===== src/rtl/blit_write_buffer.sv =====
// Write buffer between the blitter byte-merge stage and the memory arbiter.
// Queues merged word writes in a FIFO and drains them over a request/ack handshake.
module blit_write_buffer #(
  parameter int DEPTH     = 8,
  parameter int AF_MARGIN = 4
) (
  input  logic        clock,
  input  logic        reset,
  input  logic [25:0] p6_addr,
  input  logic [31:0] p6_data,
  input  logic [3:0]  p6_byte_enable,
  input  logic        p6_write,
  output logic        almost_full,
  output logic        overflow,
  output logic        busy,
  output logic        mem_request,
  input  logic        mem_ack,
  output logic [25:0] mem_addr,
  output logic [31:0] mem_wdata,
  output logic [3:0]  mem_byte_enable
);

  localparam int PW = (DEPTH > 1) ? $clog2(DEPTH) : 1;
  localparam int CW = PW + 1;
  localparam logic [CW-1:0] DEPTH_C  = CW'(DEPTH);
  localparam logic [CW-1:0] MARGIN_C = CW'(AF_MARGIN);

  typedef struct packed {
    logic [23:0] addr;
    logic [31:0] data;
    logic [3:0]  be;
  } entry_t;

  entry_t        store [DEPTH];
  logic [PW-1:0] rd_ptr;
  logic [PW-1:0] wr_ptr;
  logic [CW-1:0] count;
  logic [CW-1:0] next_count;
  logic [CW-1:0] free_next;
  logic          push;
  logic          pop;
  logic          full;
  logic          accept;
  logic          drop;
  logic          unused_addr_lsb;

  // The low address bits never reach memory; the word is always aligned.
  assign unused_addr_lsb = ^p6_addr[1:0];

  always_comb begin
    push       = p6_write && (p6_byte_enable != 4'b0000);
    pop        = mem_request && mem_ack;
    full       = (count == DEPTH_C);
    accept     = push && (!full || pop);
    drop       = push && full && !pop;
    next_count = count;
    if (accept && !pop)
      next_count = count + CW'(1);
    else if (pop && !accept)
      next_count = count - CW'(1);
    free_next  = DEPTH_C - next_count;
  end

  // Control state: counters, pointers and status flags.
  always_ff @(posedge clock) begin
    if (reset) begin
      count       <= '0;
      rd_ptr      <= '0;
      wr_ptr      <= '0;
      overflow    <= 1'b0;
      almost_full <= 1'b0;
      busy        <= 1'b0;
    end else begin
      count       <= next_count;
      almost_full <= (free_next < MARGIN_C);
      busy        <= (next_count != '0);
      if (accept)
        wr_ptr <= wr_ptr + PW'(1);
      if (pop)
        rd_ptr <= rd_ptr + PW'(1);
      if (drop)
        overflow <= 1'b1;
    end
  end

  // Entry storage carries data only and is never reset.
  always_ff @(posedge clock) begin
    if (accept)
      store[wr_ptr] <= '{addr: p6_addr[25:2], data: p6_data, be: p6_byte_enable};
  end

  assign mem_request     = (count != '0);
  assign mem_addr        = {store[rd_ptr].addr, 2'b00};
  assign mem_wdata       = store[rd_ptr].data;
  assign mem_byte_enable = store[rd_ptr].be;

endmodule


===== config.mk =====
export PLATFORM = sky130hd
export DESIGN_NAME = blit_write_buffer
export DESIGN_NICKNAME = d
export VERILOG_FILES = /design/src/rtl/blit_write_buffer.sv
export SDC_FILE = /design/constraint.sdc
export NUM_CORES = 1
export LEC_CHECK = 0
export ABC_AREA = 1
export CORE_MARGIN = 3
export CORE_UTILIZATION = 50
export DETAILED_ROUTE_END_ITERATION = 7
export PLACE_DENSITY = 0.67
export SYNTH_ARGS = -nofsm -noshare
export SYNTH_HDL_FRONTEND = slang
export SYNTH_SLANG_ARGS = --single-unit

===== constraint.sdc =====
create_clock -name clock -period 7.8 [get_ports clock]
set_input_delay 1.56 -clock clock [delete_from_list [all_inputs] [get_ports clock]]
set_output_delay 1.56 -clock clock [all_outputs]
set_load 0.01 [all_outputs]

Yosys cells after proc, flatten, opt, wreduce, memory -nomap -nowiden
Memories as Yosys holds them, arrays and structs flattened. A register that Yosys moved wholly into a read port is not among the register bits.
Index checks and enable logic that the tools add are counted.

word-level totals
  flip-flop bits (word level) = 13
  memory bits (writable) = 480
  input bits = 66
  memories kept = 1

operators by class
  add/sub/neg operators = 5
  order comparisons = 1
  equality and inequality tests = 1
  muxes and demuxes = 6
  reduce and logical (&&, ||, !) cells = 14

memory list
  name   words  bits a word  read ports  clocked after Yosys merged registers in  write ports  line  text
  store  8      60           1           1                                        1            34    entry_t store [DEPTH];

operator list
  operator                                                              count
  4-bit nonzero test                                                    3
  4-bit 2-to-1 mux                                                      2
  1-bit logical AND                                                     7
  3-bit by 1-bit adder with 3-bit output, second input constant         2
  3-bit 2-to-1 mux                                                      2
  4-bit by 1-bit adder with 4-bit output, second input constant         1
  4-bit == test, second input constant                                  1
  4-bit by 3-bit < comparator with 1-bit output, second input constant  1
  4-bit by 1-bit subtractor with 4-bit output, second input constant    1
  4-bit subtractor, first input constant                                1
  1-bit zero test                                                       3
  1-bit 2-to-1 mux                                                      2
  1-bit logical OR                                                      1

Depth between registers and ports, before layout
  depth in word-level cells = 10
  mapped depth = 13
  mapped depth without buffers = 13

Worst setup path after synthesis
Ideal clock, no wire load.

  path type = input to register
  start = input port mem_ack
  end = memory store[0][0] in the netlist's numbering, enable pin
  setup time = 478 ps
  arrival time = 4557 ps
  setup slack = 2765 ps
  stages on the path = 6
  path through = nor2_2 nand2_1 nand3_2 inv_1 nand2_1 nor2_1

on the way
  longest elaborated chain between the ends = 5

ends and longest elaborated chain
  element                                 line  text
  from (decl)                             17    input logic mem_ack,
  1-bit logical AND                       52    pop = mem_request && mem_ack;
  1-bit logical OR                        54    accept = push && (!full || pop);
  1-bit logical AND                       54
  1-bit 2-to-1 mux                        88    if (accept)
  1-bit 2-to-1 mux (not written as such)  89    store[wr_ptr] <= '{addr: p6_addr[25:2], data: p6_data, be: p6_byte_enable};
  to (decl)                               34

No other way between the ends.

==> impl_metrics.ini <==
[route]
vias = 11800
final_antenna_net_count = 0
wl_per_cell_um = 19.4
drtPass1Iterations = 5
routed_via_density = 5.52
drcViolationCount = 0
drtIter0Drc = 1082
wl_um = 41400

[logic_synthesis]
yosysTopAreaCell = edfxtp_1
ys_warn_count = 0
yosysSeqAreaShare = 0.763
synthTopCellsByArea = edfxtp_1, nor2_1, o21ai_0
synth_top_cell_area_share = 0.747
yosysUniqueCellTypes = 27
syn_inst = 1489
synth_seq_cells = 496
synth_area_mm2 = 0.0193
syn_area_per_cell_um2 = 13.0

[cts]
clkSlewWorstSetupHoldPaths_ps = 60
cts_max_path_buffers = 3
clock_sinks = 496
cts_tree = done
post_cts_resize_count = 0
cts-root-buf = clkbuf_16
hold_buffers = 0
htreeDepth = 2
post_cts_buffers = 0
numCtsBuffers = 49
clk_latency_ps = 560

[setup_path]
rrSetupSlack_ps = 4260
r2r_cells = 10
cp-end-kind = primary output
start_kind = flop
arrival_ps = 4000
rr_startpoint = count[0]
cp_max_fo = 74
worstPathRequired_ps = 6240
r2r_end = store[2][0]
endpoint = mem_addr[14]
crit_type = reg -> out

[layout]
fin_cells = 2137
final_common_cell = edfxtp_1
insertedDiodeCount = 0
nets = 1658
final_cell_mix = edfxtp_1, nor2_1, o21ai_0
area_growth_pct = 16.3
fin_area_mm2 = 0.0225
drive_gt1_frac = 0.0603

[timing]
period_needed_ps = 5560
final-max-slew-violation-count = 0
fmax_ghz = 0.180
timing.final.crit_share = 0.713
rsz0062_at_grt = false
hold_violations = 0
skew_ps = 20.9
setup_viol_count_final = 0
maxSlewHeadroom = 0.206
fin_setup_tns_ps = 0
worst_pin_slew_ps = 1190

[power_and_ir_drop]
total_power_mw = 6.60
total_leakage_power_nw = 7.41
pwr_density_cell_mw_per_mm2 = 294
ir_worst_vdd_v = 0.000155

[floorplanning]
core_mm2 = 0.0378
die-area_mm2 = 0.0410
rows = 71
die_w_um = 202
initial_core_util = 0.510
io_pins = 132
die_h_um = 202

[grt]
grt_max_degree = 111
first_global_vias = 11600
grt_pass1_wl_um = 64500
track_usage = 0.200
antenna_found_initial = 2
gr-total-overflow = 0

[place]
place_congestion = 0.783
dp.cells = 2048
io_buffers = 127
postPlaceCellArea_mm2 = 0.0210
dp_hpwl_um = 20600

[flow_run]
max-cap-violations = 0

[status]
status = completed

[worst_hold_path]
hold_class = reg -> reg
==> critical path, stage by stage, from the launching register on <==
cell,delay (ps)
dfxtp_4,600
inv_4,800
buf_4,600
o21ai_0,170
o22ai_1,160
nor2_1,50
a31oi_1,330
clkdlybuf4s50_1,610
==> synth_stat cells <==
master / n
edfxtp_1: 480
nor2_1: 443
o21ai_0: 225
a31oi_1: 61
o22ai_1: 60
clkbuf_1: 50
nand2_1: 37
buf_2: 25
inv_1: 20
o21ai_1: 19
dfxtp_1: 16
buf_4: 9
buf_1: 7
nand3_1: 7
a21oi_1: 6
buf_6: 4
ha_1: 4
nand2_2: 3
xor2_1: 3
a21oi_4: 2
nor2_2: 2
conb_1: 1
inv_2: 1
nand2_4: 1
nand3_2: 1
nand3_4: 1
nor2_4: 1
==> logic make-up (layout without fill, tap and decap cells) <==
| family | after synthesis | count (layout) | share of synthesized area |
|---|---|---|---|
| xor+xnor | 3 | 3 | 0.00136 |
| simple gates | 496 | 496 | 0.0994 |
| fa+ha+maj | 4 | 4 | 0.00259 |
| compound gates | 373 | 373 | 0.106 |
| flops | 496 | 496 | 0.763 |
| other cells | 1 | 2 | 0.000194 |
| buf+inv | 116 | 252 | 0.0275 |
==> layout make-up <==
cell class,instances,area (µm²)
clock buffers,76,1420
clock inverters,13,81.3
fillers,2990,15400
inverters,21,88.8
multi-input cells,878,4100
flip-flops and latches,496,14700
well taps,511,639
repair buffers,142,1380
==> through the flow <==
step / worst slack, ps / util / hold slack (ps)
after detailed placement: 2770 / 0.554 / 451
after CTS: 2200 / 0.593 / 461
after global routing: 1850 / 0.593 / 496
final: 2240 / 0.593 / 460
after global placement: 2830 / 0.554 / 446
after floorplan: 2760 / - / 433
==> registers in the layout (all words and copies together), names as in the netlist, named ones only <==
name	cells
store	480
busy	1
overflow	1
wr_ptr	3
count	4
rd_ptr	3
almost_full	1
==> metal layers <==
layer | GRT usage | vias up | routed length [µm]
met5 | 0 | - | 13
met4 | 0.0532 | 2 | 724
met3 | 0.0378 | 67 | 2970
met2 | 0.331 | 376 | 20000
met1 | 0.276 | 5742 | 17700
li1 | - | 5599 | -
==> report_power, final <==
part	switching [mW]	total [mW]	internal, mW
combinational	0.751	1.27	0.522
sequential	0.0943	3.12	3.02
clock	0.927	2.20	1.28
==> worst min path at each step <==
stage | startpoint | end | slack [ps] | cells past startpoint
floorplan | rd_ptr[2] | flop | 430 | 2
global placement | rd_ptr[2] | flop | 450 | 2
detailed placement | rd_ptr[2] | rd_ptr[2] | 450 | 2
CTS | rd_ptr[2] | rd_ptr[2] | 460 | 2
global route | rd_ptr[2] | rd_ptr[2] | 500 | 2
finish | rd_ptr[2] | rd_ptr[2] | 460 | 2
Note: power is estimated with default switching activity, not from simulation.
